**src/rtl/decoder_pkg.sv**
```systemverilog
// Shared types for the decoder backtrack stack.
//   DEC_DATA_W / DEC_N_W : field widths of one stack entry
//   stack_entry_t        : packed {data, n} entry as held in storage
//   stack_op_e           : per-edge operation chosen by the stack control decode
package decoder_pkg;

  localparam int unsigned DEC_DATA_W = 32;
  localparam int unsigned DEC_N_W    = 16;

  typedef struct packed {
    logic [DEC_DATA_W-1:0] data;
    logic [DEC_N_W-1:0]    n;
  } stack_entry_t;

  typedef enum logic [2:0] {
    OP_NONE,
    OP_PUSH,
    OP_POP,
    OP_REPLACE,
    OP_FLUSH
  } stack_op_e;

endpackage

```
**src/rtl/decoder_backtrack_stack_if.sv**
```systemverilog
// Request/response bundle between the decoder control FSM (master) and the
// backtrack stack (slave).
//   master drives : push, pop, flush, data_in, n_in, peek_idx, err_clr
//   slave drives  : data_out, n_out, peek_data, peek_n, peek_valid, count,
//                   full, almost_full, empty, overflow, underflow
interface decoder_backtrack_stack_if #(
  parameter int unsigned DATA_WIDTH = 32,
  parameter int unsigned N_WIDTH    = 16,
  parameter int unsigned PTR_W      = 5
);

  logic                  push;
  logic                  pop;
  logic                  flush;
  logic [DATA_WIDTH-1:0] data_in;
  logic [N_WIDTH-1:0]    n_in;
  logic [PTR_W-1:0]      peek_idx;
  logic                  err_clr;

  logic [DATA_WIDTH-1:0] data_out;
  logic [N_WIDTH-1:0]    n_out;
  logic [DATA_WIDTH-1:0] peek_data;
  logic [N_WIDTH-1:0]    peek_n;
  logic                  peek_valid;
  logic [PTR_W-1:0]      count;
  logic                  full;
  logic                  almost_full;
  logic                  empty;
  logic                  overflow;
  logic                  underflow;

  modport master (
    output push, pop, flush, data_in, n_in, peek_idx, err_clr,
    input  data_out, n_out, peek_data, peek_n, peek_valid, count,
           full, almost_full, empty, overflow, underflow
  );

  modport slave (
    input  push, pop, flush, data_in, n_in, peek_idx, err_clr,
    output data_out, n_out, peek_data, peek_n, peek_valid, count,
           full, almost_full, empty, overflow, underflow
  );

endinterface

```
**src/rtl/decoder_stack_mem.sv**
```systemverilog
// Storage array for the backtrack stack: STACK_DEPTH x stack_entry_t registers.
//   clk        : clock
//   wr_en      : write strobe
//   wr_addr    : write slot
//   wr_entry   : entry written
//   top_addr   : read port 0 address (top of stack)
//   top_entry  : read port 0 data, combinational
//   peek_addr  : read port 1 address (peek)
//   peek_entry : read port 1 data, combinational
// Contents are intentionally not reset; the top module gates reads by count.
module decoder_stack_mem
  import decoder_pkg::*;
#(
  parameter int unsigned STACK_DEPTH = 16,
  parameter int unsigned AW          = 4
) (
  input  logic          clk,
  input  logic          wr_en,
  input  logic [AW-1:0] wr_addr,
  input  stack_entry_t  wr_entry,
  input  logic [AW-1:0] top_addr,
  output stack_entry_t  top_entry,
  input  logic [AW-1:0] peek_addr,
  output stack_entry_t  peek_entry
);

  stack_entry_t mem_q [STACK_DEPTH];

  always_ff @(posedge clk) begin
    if (wr_en) begin
      mem_q[wr_addr] <= wr_entry;
    end
  end

  assign top_entry  = mem_q[top_addr];
  assign peek_entry = mem_q[peek_addr];

endmodule

```
**src/rtl/decoder_backtrack_stack.sv**
```systemverilog
// LIFO of decoder backtrack state with replace, flush, random-depth peek,
// occupancy/almost-full and sticky overflow/underflow flags.
//   clk : clock, rising edge
//   rst : asynchronous active-high reset
//   bus : decoder_backtrack_stack_if slave (requests in, top/peek/status out)
module decoder_backtrack_stack
  import decoder_pkg::*;
#(
  parameter int unsigned DATA_WIDTH     = DEC_DATA_W,
  parameter int unsigned N_WIDTH        = DEC_N_W,
  parameter int unsigned STACK_DEPTH    = 16,
  parameter int unsigned ALMOST_FULL_TH = 14
) (
  input logic                      clk,
  input logic                      rst,
  decoder_backtrack_stack_if.slave bus
);

  localparam int unsigned PTR_W = $clog2(STACK_DEPTH + 1);
  localparam int unsigned AW    = $clog2(STACK_DEPTH);

  if (STACK_DEPTH < 2) begin : g_bad_depth
    $error("decoder_backtrack_stack: STACK_DEPTH must be >= 2");
  end
  if (ALMOST_FULL_TH < 1 || ALMOST_FULL_TH > STACK_DEPTH) begin : g_bad_th
    $error("decoder_backtrack_stack: ALMOST_FULL_TH must be in 1..STACK_DEPTH");
  end
  if (DATA_WIDTH != DEC_DATA_W || N_WIDTH != DEC_N_W) begin : g_bad_width
    $error("decoder_backtrack_stack: field widths must match decoder_pkg");
  end

  logic [PTR_W-1:0] count_q, count_d;
  logic             overflow_q, overflow_d;
  logic             underflow_q, underflow_d;
  stack_op_e        op;
  logic             is_full, is_empty, peek_valid;
  logic             wr_en;
  logic [AW-1:0]    wr_addr, top_addr, peek_addr;
  stack_entry_t     wr_entry, top_entry, peek_entry;

  assign is_full    = (count_q == PTR_W'(STACK_DEPTH));
  assign is_empty   = (count_q == '0);
  assign peek_valid = (bus.peek_idx < count_q);

  // Push+pop on an empty stack degrades to a plain push, so no underflow.
  always_comb begin
    op = OP_NONE;
    if (bus.flush) begin
      op = OP_FLUSH;
    end else if (bus.push && bus.pop) begin
      op = is_empty ? OP_PUSH : OP_REPLACE;
    end else if (bus.push) begin
      op = OP_PUSH;
    end else if (bus.pop) begin
      op = OP_POP;
    end
  end

  always_comb begin
    count_d     = count_q;
    overflow_d  = overflow_q & ~bus.err_clr;
    underflow_d = underflow_q & ~bus.err_clr;
    wr_en       = 1'b0;
    unique case (op)
      OP_FLUSH: count_d = '0;
      OP_REPLACE: wr_en = 1'b1;
      OP_PUSH: begin
        if (is_full) begin
          overflow_d = 1'b1;
        end else begin
          wr_en   = 1'b1;
          count_d = count_q + PTR_W'(1);
        end
      end
      OP_POP: begin
        if (is_empty) begin
          underflow_d = 1'b1;
        end else begin
          count_d = count_q - PTR_W'(1);
        end
      end
      default: ;
    endcase
  end

  // Address arithmetic is only meaningful when the result is in range; the
  // outputs are gated by empty/peek_valid so truncated values are harmless.
  assign top_addr  = AW'(count_q - PTR_W'(1));
  assign peek_addr = AW'(count_q - PTR_W'(1) - bus.peek_idx);
  assign wr_addr   = (op == OP_REPLACE) ? top_addr : AW'(count_q);
  assign wr_entry  = '{data: bus.data_in, n: bus.n_in};

  decoder_stack_mem #(
    .STACK_DEPTH(STACK_DEPTH),
    .AW         (AW)
  ) u_mem (
    .clk       (clk),
    .wr_en     (wr_en),
    .wr_addr   (wr_addr),
    .wr_entry  (wr_entry),
    .top_addr  (top_addr),
    .top_entry (top_entry),
    .peek_addr (peek_addr),
    .peek_entry(peek_entry)
  );

  always_ff @(posedge clk or posedge rst) begin
    if (rst) begin
      count_q     <= '0;
      overflow_q  <= 1'b0;
      underflow_q <= 1'b0;
    end else begin
      count_q     <= count_d;
      overflow_q  <= overflow_d;
      underflow_q <= underflow_d;
    end
  end

  assign bus.data_out    = is_empty ? '0 : top_entry.data;
  assign bus.n_out       = is_empty ? '0 : top_entry.n;
  assign bus.peek_data   = peek_valid ? peek_entry.data : '0;
  assign bus.peek_n      = peek_valid ? peek_entry.n : '0;
  assign bus.peek_valid  = peek_valid;
  assign bus.count       = count_q;
  assign bus.full        = is_full;
  assign bus.almost_full = (count_q >= PTR_W'(ALMOST_FULL_TH));
  assign bus.empty       = is_empty;
  assign bus.overflow    = overflow_q;
  assign bus.underflow   = underflow_q;

endmodule

```
**src/flat_wrapper.sv**
```systemverilog
// flat-port wrapper written by rule: the top's interface ports become plain ports
module decoder_backtrack_stack_flat import decoder_pkg::*;
#(
  parameter int unsigned DATA_WIDTH     = DEC_DATA_W,
  parameter int unsigned N_WIDTH        = DEC_N_W,
  parameter int unsigned STACK_DEPTH    = 16,
  parameter int unsigned ALMOST_FULL_TH = 14
)
  (clk, rst, bus_push, bus_pop, bus_flush, bus_data_in, bus_n_in, bus_peek_idx, bus_err_clr, bus_data_out, bus_n_out, bus_peek_data, bus_peek_n, bus_peek_valid, bus_count, bus_full, bus_almost_full, bus_empty, bus_overflow, bus_underflow);
  decoder_backtrack_stack_if #(.DATA_WIDTH(DATA_WIDTH), .N_WIDTH(N_WIDTH), .PTR_W(5)) bus_i ();
  input logic clk;
  input logic rst;
  input wire logic [$bits(bus_i.push)-1:0] bus_push;
  input wire logic [$bits(bus_i.pop)-1:0] bus_pop;
  input wire logic [$bits(bus_i.flush)-1:0] bus_flush;
  input wire logic [$bits(bus_i.data_in)-1:0] bus_data_in;
  input wire logic [$bits(bus_i.n_in)-1:0] bus_n_in;
  input wire logic [$bits(bus_i.peek_idx)-1:0] bus_peek_idx;
  input wire logic [$bits(bus_i.err_clr)-1:0] bus_err_clr;
  output wire logic [$bits(bus_i.data_out)-1:0] bus_data_out;
  output wire logic [$bits(bus_i.n_out)-1:0] bus_n_out;
  output wire logic [$bits(bus_i.peek_data)-1:0] bus_peek_data;
  output wire logic [$bits(bus_i.peek_n)-1:0] bus_peek_n;
  output wire logic [$bits(bus_i.peek_valid)-1:0] bus_peek_valid;
  output wire logic [$bits(bus_i.count)-1:0] bus_count;
  output wire logic [$bits(bus_i.full)-1:0] bus_full;
  output wire logic [$bits(bus_i.almost_full)-1:0] bus_almost_full;
  output wire logic [$bits(bus_i.empty)-1:0] bus_empty;
  output wire logic [$bits(bus_i.overflow)-1:0] bus_overflow;
  output wire logic [$bits(bus_i.underflow)-1:0] bus_underflow;
  assign bus_i.push = bus_push;
  assign bus_i.pop = bus_pop;
  assign bus_i.flush = bus_flush;
  assign bus_i.data_in = bus_data_in;
  assign bus_i.n_in = bus_n_in;
  assign bus_i.peek_idx = bus_peek_idx;
  assign bus_i.err_clr = bus_err_clr;
  assign bus_data_out = bus_i.data_out;
  assign bus_n_out = bus_i.n_out;
  assign bus_peek_data = bus_i.peek_data;
  assign bus_peek_n = bus_i.peek_n;
  assign bus_peek_valid = bus_i.peek_valid;
  assign bus_count = bus_i.count;
  assign bus_full = bus_i.full;
  assign bus_almost_full = bus_i.almost_full;
  assign bus_empty = bus_i.empty;
  assign bus_overflow = bus_i.overflow;
  assign bus_underflow = bus_i.underflow;
  decoder_backtrack_stack #(.DATA_WIDTH(DATA_WIDTH), .N_WIDTH(N_WIDTH), .STACK_DEPTH(STACK_DEPTH), .ALMOST_FULL_TH(ALMOST_FULL_TH)) u_core (.clk(clk), .rst(rst), .bus(bus_i));
endmodule
```
**config.mk**
```make
export PLATFORM = sky130hd
export DESIGN_NAME = decoder_backtrack_stack_flat
export DESIGN_NICKNAME = d
export VERILOG_FILES = /design/src/rtl/decoder_pkg.sv /design/src/rtl/decoder_backtrack_stack_if.sv /design/src/rtl/decoder_stack_mem.sv /design/src/rtl/decoder_backtrack_stack.sv /design/src/flat_wrapper.sv
export SDC_FILE = /design/constraint.sdc
export NUM_CORES = 1
export LEC_CHECK = 0
export CELL_PAD_IN_SITES_DETAIL_PLACEMENT = 1
export CELL_PAD_IN_SITES_GLOBAL_PLACEMENT = 2
export CORE_MARGIN = 2
export CORE_UTILIZATION = 30
export DETAILED_ROUTE_END_ITERATION = 16
export DONT_BUFFER_PORTS = 1
export GPL_TIMING_DRIVEN = 0
export PLACE_DENSITY_LB_ADDON = 0.1
export SLEW_MARGIN = 0
export SYNTH_ARGS = -nofsm -noshare
export SYNTH_HDL_FRONTEND = slang
export SYNTH_HIERARCHICAL = 1
export SYNTH_SLANG_ARGS = --single-unit
export TNS_END_PERCENT = 10
```
**constraint.sdc**
```tcl
create_clock -name clk -period 6.65 [get_ports clk]
set_input_delay 1.6625 -clock clk [delete_from_list [all_inputs] [get_ports clk]]
set_output_delay 1.6625 -clock clk [all_outputs]
set_load 0.02 [all_outputs]
```
# Yosys cells after proc, flatten, opt, wreduce, memory -nomap -nowiden
# Memory sizes are Yosys's and may differ from the RTL's.
# Cells that the tools add are included.
[totals] regBits=7 mem_bits_rw=768 inputBits=59 out_inout_bits=107 wordCells=44 memories=1
[op_classes] addsub=3 order_cmp=2 n_eq_ne=7 muxes=21 bitwise=3 n_reduce_logical=4
[memory_table] name="u_core.u_mem.mem_q" depth=16 width=48 rd=2 rd_ports_with_merged_regs=0 wr=1 line_no="decoder_stack_mem.sv:27" rtl="stack_entry_t mem_q [STACK_DEPTH];"
[op_table] operator="32-bit 2-to-1 mux" count=2
[op_table] operator="16-bit 2-to-1 mux" count=2
[op_table] operator="5-bit one-hot mux with 3 select lines" count=1
[op_table] operator="5-bit 2-to-1 mux" count=2
[op_table] operator="3-bit 2-to-1 mux" count=3
[op_table] operator="1-bit 2-to-1 mux" count=7
[op_table] operator="3-bit by 2-bit equality test with 1-bit output, second input constant" count=2
[op_table] operator="5-bit by 1-bit adder with 5-bit output, second input constant" count=1
[op_table] operator="5-bit equality test, second input constant" count=1
[op_table] operator="5-bit by 4-bit >= comparator with 1-bit output, second input constant" count=1
[op_table] operator="5-bit zero test" count=1
[op_table] operator="5-bit less-than comparator" count=1
[op_table] operator="5-bit by 1-bit subtractor with 5-bit output, second input constant" count=1
[op_table] operator="2-bit 2-to-1 mux" count=2
[op_table] operator="4-bit 2-to-1 mux" count=1
[op_table] operator="2-bit != test, second input constant" count=2
[op_table] operator="4-bit subtractor" count=1
[op_table] operator="3-bit by 1-bit equality test with 1-bit output, second input constant" count=1
[op_table] operator="3-bit equality test, second input constant" count=1
[op_table] operator="3-bit AND reduction" count=1
[op_table] operator="3-bit nonzero test" count=1
[op_table] operator="1-bit bitwise AND" count=2
[op_table] operator="1-bit one-hot mux with 2 select lines" count=1
[op_table] operator="1-bit logical AND" count=1
[op_table] operator="1-bit inverter" count=1

# Longest topological paths before layout
[logic_depth] ltp_word=8 ltp_mapped=14 ltp_nobuf=12

# Hierarchy
# The synthesis kept the hierarchy.
[modules_own_cells] mod="decoder_stack_mem" instances=1 cells_each=1597 area_each_um2=34270.4 seq_area_each_um2=23062.1
[modules_own_cells] mod="decoder_backtrack_stack" instances=1 cells_each=215 area_each_um2=1584.0 seq_area_each_um2=175.2

# Worst setup path before layout
# Ideal clock, no wire load.
[synth_timing] kind="input to register" startpoint="in bus_flush" endpoint="mem u_core/u_mem/mem_q[0][0] (netlist name) (enable)" arrival_time_ns=6.151 required_ns=6.137 path_slack_ns=-0.014 cell_stages=6 n_path_buf=0 path_cell_list="nand2b_1 nor2_1 nand2_1 xnor2_1 or3b_2 nor3_1"
[synth_via] elab_cells_between_ends=7
[synth_lines] element="start, declared" line_no="flat_wrapper.sv:15" rtl="input wire logic [$bits(bus_i.flush)-1:0] bus_flush;"
[synth_lines] element="3-bit 2-to-1 mux" line_no="decoder_backtrack_stack.sv:48" rtl="if (bus.flush) begin"
[synth_lines] element="3-bit by 2-bit equality test with 1-bit output" line_no="decoder_backtrack_stack.sv:90" rtl="assign wr_addr = (op == OP_REPLACE) ? top_addr : AW'(count_q);"
[synth_lines] element="4-bit 2-to-1 mux" line_no="decoder_backtrack_stack.sv:90"
[synth_lines] element="net u_core.wr_addr[2]" line_no="decoder_backtrack_stack.sv:38" rtl="logic [AW-1:0] wr_addr, top_addr, peek_addr;"
[synth_lines] element="end, declared" line_no="decoder_stack_mem.sv:27"
# The timed path passes the listed nets, and every way through them passes these cells.

==> flow_metrics.env <==
export IMPL_drv_cap=0
export IMPL_worst_slack_ps=48.15
export IMPL_min_period_ps=6602
export IMPL_first_global_vias=22350
export IMPL_start_kind="register"
export IMPL_yosys_area_top_type="edfxtp_1"
export IMPL_via_per_inst=5.615
export IMPL_place_congestion=0.7310
export IMPL_synthesis_area_um2=35850
export IMPL_syn_avg_cell_area_um2=19.79
export IMPL_ys_seq_elements=775
export IMPL_worst_pin_slew_ps=1439
export IMPL_dr_wl_met2_mm=64.80
export IMPL_clock_skew_ps=14.92
export IMPL_drc=0
export IMPL_io_pins=166
export IMPL_syn2layout_area_growth_pct=17.56
export IMPL_layout_commonest_cell="edfxtp_1"
export IMPL_dp_hpwl_mm=86.78
export IMPL_vdd_ir_drop_max_uv=290.8
export IMPL_crit_arrival_ps=4940
export IMPL_worstRegToRegCells=11
export IMPL_drive_above_1_share_pct=35.03
export IMPL_antenna_found_initial=0
export IMPL_ant_nets=0
export IMPL_final_nets=2037
export IMPL_fin_crit_sh_pct=99.28
export IMPL_drt_iter0_markers=1801
export IMPL_firstDrtPassIters=5
export IMPL_grt_pass1_wl_mm=178.3
export IMPL_clockBufferDepth=3
export IMPL_wirelength_met1_mm=52.66
export IMPL_rr_endpoint="u_core/u_mem/mem_q[7][42]"
export IMPL_min_to="u_core/bus.overflow"
export IMPL_dieArea_um2=122300
export IMPL_port_buffers=0
export IMPL_relSlewSlack_pct=4.069
export IMPL_syn_num_nets=1884
export IMPL_grt_max_degree=22
export IMPL_cts_setup_buffers=0
export IMPL_synth_top_area_share_pct=64.32
export IMPL_criticalPathCategory="reg2out"
export IMPL_yosys_top_cells_area="edfxtp_1 64%, mux4_2 24%, a22oi_1 4.0%"
export IMPL_holdPathStages=2
export IMPL_cts_clk_slew_worst_paths_ps=60
export IMPL_reg2reg_slack_ps=2070
export IMPL_postLayoutCoreUtil_pct=35.65
export IMPL_hold_path_class="reg2reg"
export IMPL_core_area_um2=118200
export IMPL_end_kind="output port"
export IMPL_start_util_pct=30.32
export IMPL_yosysSeqAreaShare_pct=64.81
export IMPL_routedWlPerCell_um=35.68
export IMPL_synth_edff_count=768
export IMPL_die_x_um=349.7
export IMPL_grt_overflow=0
export IMPL_rows=126
export IMPL_maxUsedRoutingLayer="met4"
export IMPL_cts_root_buf="clkbuf_16"
export IMPL_layout_common_cells="768 x edfxtp_1, 384 x mux4_2, 193 x a22oi_1, 100 x nand2_1, 95 x clkbuf_16"
export IMPL_cts_sinks=775
export IMPL_yosysWarnings=6
export IMPL_status="finished, final reports clean"
export IMPL_grt_total_usage_pct=21.07
export IMPL_cts_tree="built"
export IMPL_syn_inst=1812
export IMPL_p_leak_nw=13.28
export IMPL_synthDistinctLibCells=47
export IMPL_ys_flop_type="edfxtp_1"
export IMPL_fillers=11530
export IMPL_r2r_start="u_core/bus.count[0]"
export IMPL_setup_viol=0
export IMPL_place_area_um2=38930
export IMPL_required_ps=4990
export IMPL_worst_path_max_fanout=10
export IMPL_vias=20080
export IMPL_hold_viol=0
export IMPL_dpl_worst_slack_ps=-1115
export IMPL_drt_wl_total_mm=127.6
export IMPL_numCtsBuffers=93
export IMPL_slew_viol_final=0
export IMPL_final_area_um2=42150
export IMPL_rsz0062_at_grt="true"
export IMPL_min_from="u_core/bus.overflow"
export IMPL_fmax_ghz=0.1515
export IMPL_ys_async_sr_fraction_pct=0.9032
export IMPL_power_density_nw_per_um2=510.2
export IMPL_clock_latency_ps=670
export IMPL_cts_htree_levels=3
export IMPL_met3_length_mm=6.845
export IMPL_die_height_um=349.7
[power breakdown]
group / total [mW] / internal, mW / leakage, nW / switching (mW)
Combinational: 11.0 / 3.83 / 4.87 / 7.17
Clock: 4.85 / 2.79 / 1.40 / 2.06
Sequential: 5.66 / 5.57 / 7.01 / 0.0893
Total: 21.5 / 12.2 / 13.3 / 9.32
[Yosys cell counts (5+ instances only)]
cell      number
clkbuf_1      70
buf_6          6
buf_1         24
and2_1        50
a21oi_1        6
buf_2         26
xnor2_1        8
nor2_1        23
a22oi_1      193
ha_1          12
inv_1         17
nor3_1         5
mux4_2       384
buf_4         19
nand2_1      100
dfrtp_1        7
edfxtp_1     768
nor2b_1        5
nor3b_1       48
[metal layers]
| layer | vias up | track usage [%] |
|---|---|---|
| met5 | - | 0 |
| met4 | 0 | 5.788 |
| met3 | 176 | 3.923 |
| met2 | 633 | 36.29 |
| met1 | 11140 | 27.19 |
| li1 | 8128 | - |
[area by class of cell]
class / count / area, um^2 / share of cell area [%]
sequential: 775 / 23240 / 55.13
antenna: 1 / 2.502 / 0.005937
multi-input combinational: 874 / 12200 / 28.95
inverter: 18 / 67.56 / 0.1603
clock buffer: 121 / 2495 / 5.919
timing repair buffer: 58 / 1042 / 2.473
buffer: 145 / 832.0 / 1.974
clock inverter: 47 / 347.8 / 0.8252
tap: 1536 / 1922 / 4.559
[registers in the layout, indices dropped and copies added, names as in the netlist]
signal and count:
u_core/bus.overflow 1, u_core/bus.count 5, u_core/bus.underflow 1, u_core/u_mem/mem_q 768
[cell families after synthesis]
logic type                 after synthesis  synth area share (%)
adders and majority gates               13                0.4746
xor gates and xnor gates                 9                0.2199
muxes                                  384                 24.12
buffers and inverters                  163                 2.122
and+or+nand+nor                        250                 3.730
DFF                                    775                 64.81
AOI/OAI and AO/OA                      218                 4.523
[what timing repair did]
action | CTS | global route
setup endpoints to repair | 69 | 38
hold buffers | 0 | 0
gates resized for setup | 88 | 14
[stage by stage]
stage / cells / hold WS (ps) / setup TNS, ps / total power [mW]
after detailed placement: 3406 / 637.8 / -20080 / 16.55
after global routing: 3574 / 681.8 / -457.7 / 22.41
final: 3575 / 638.7 / 0 / 21.50
after floorplan: 1812 / 610.6 / 0 / 12.25
after global placement: 3348 / 642.4 / -2274360 / 16.46
after CTS: 3574 / 646.6 / -8.859 / 21.77
[critical path, cell delays in order (launching register included)]
cell      delay (ps)
dfrtp_2          510
inv_1            300
ha_1             400
xor2_2           190
nor2b_1          260
clkbuf_1         860
clkbuf_1         910
a22oi_1          260
nand2_1          280
and2_1           290
[how the worst max path moves through the flow]
stage	startpoint	to	slack, ps	depth (start not counted)
final	u_core/bus.count[0]	bus_data_out[10]	50	9
after floorplan	bus_flush	u_core/u_mem/mem_q[12][0]	260	6
after detailed placement	u_core/bus.count[0]	bus_peek_data[10]	-1110	13
after global routing	u_core/bus.count[0]	bus_peek_n[13]	-90	10
after global placement	bus_flush	u_core/u_mem/mem_q[12][42]	-6810	6
after CTS	u_core/bus.count[0]	bus_peek_data[0]	-9	13
(Power assumes the default switching activity.)
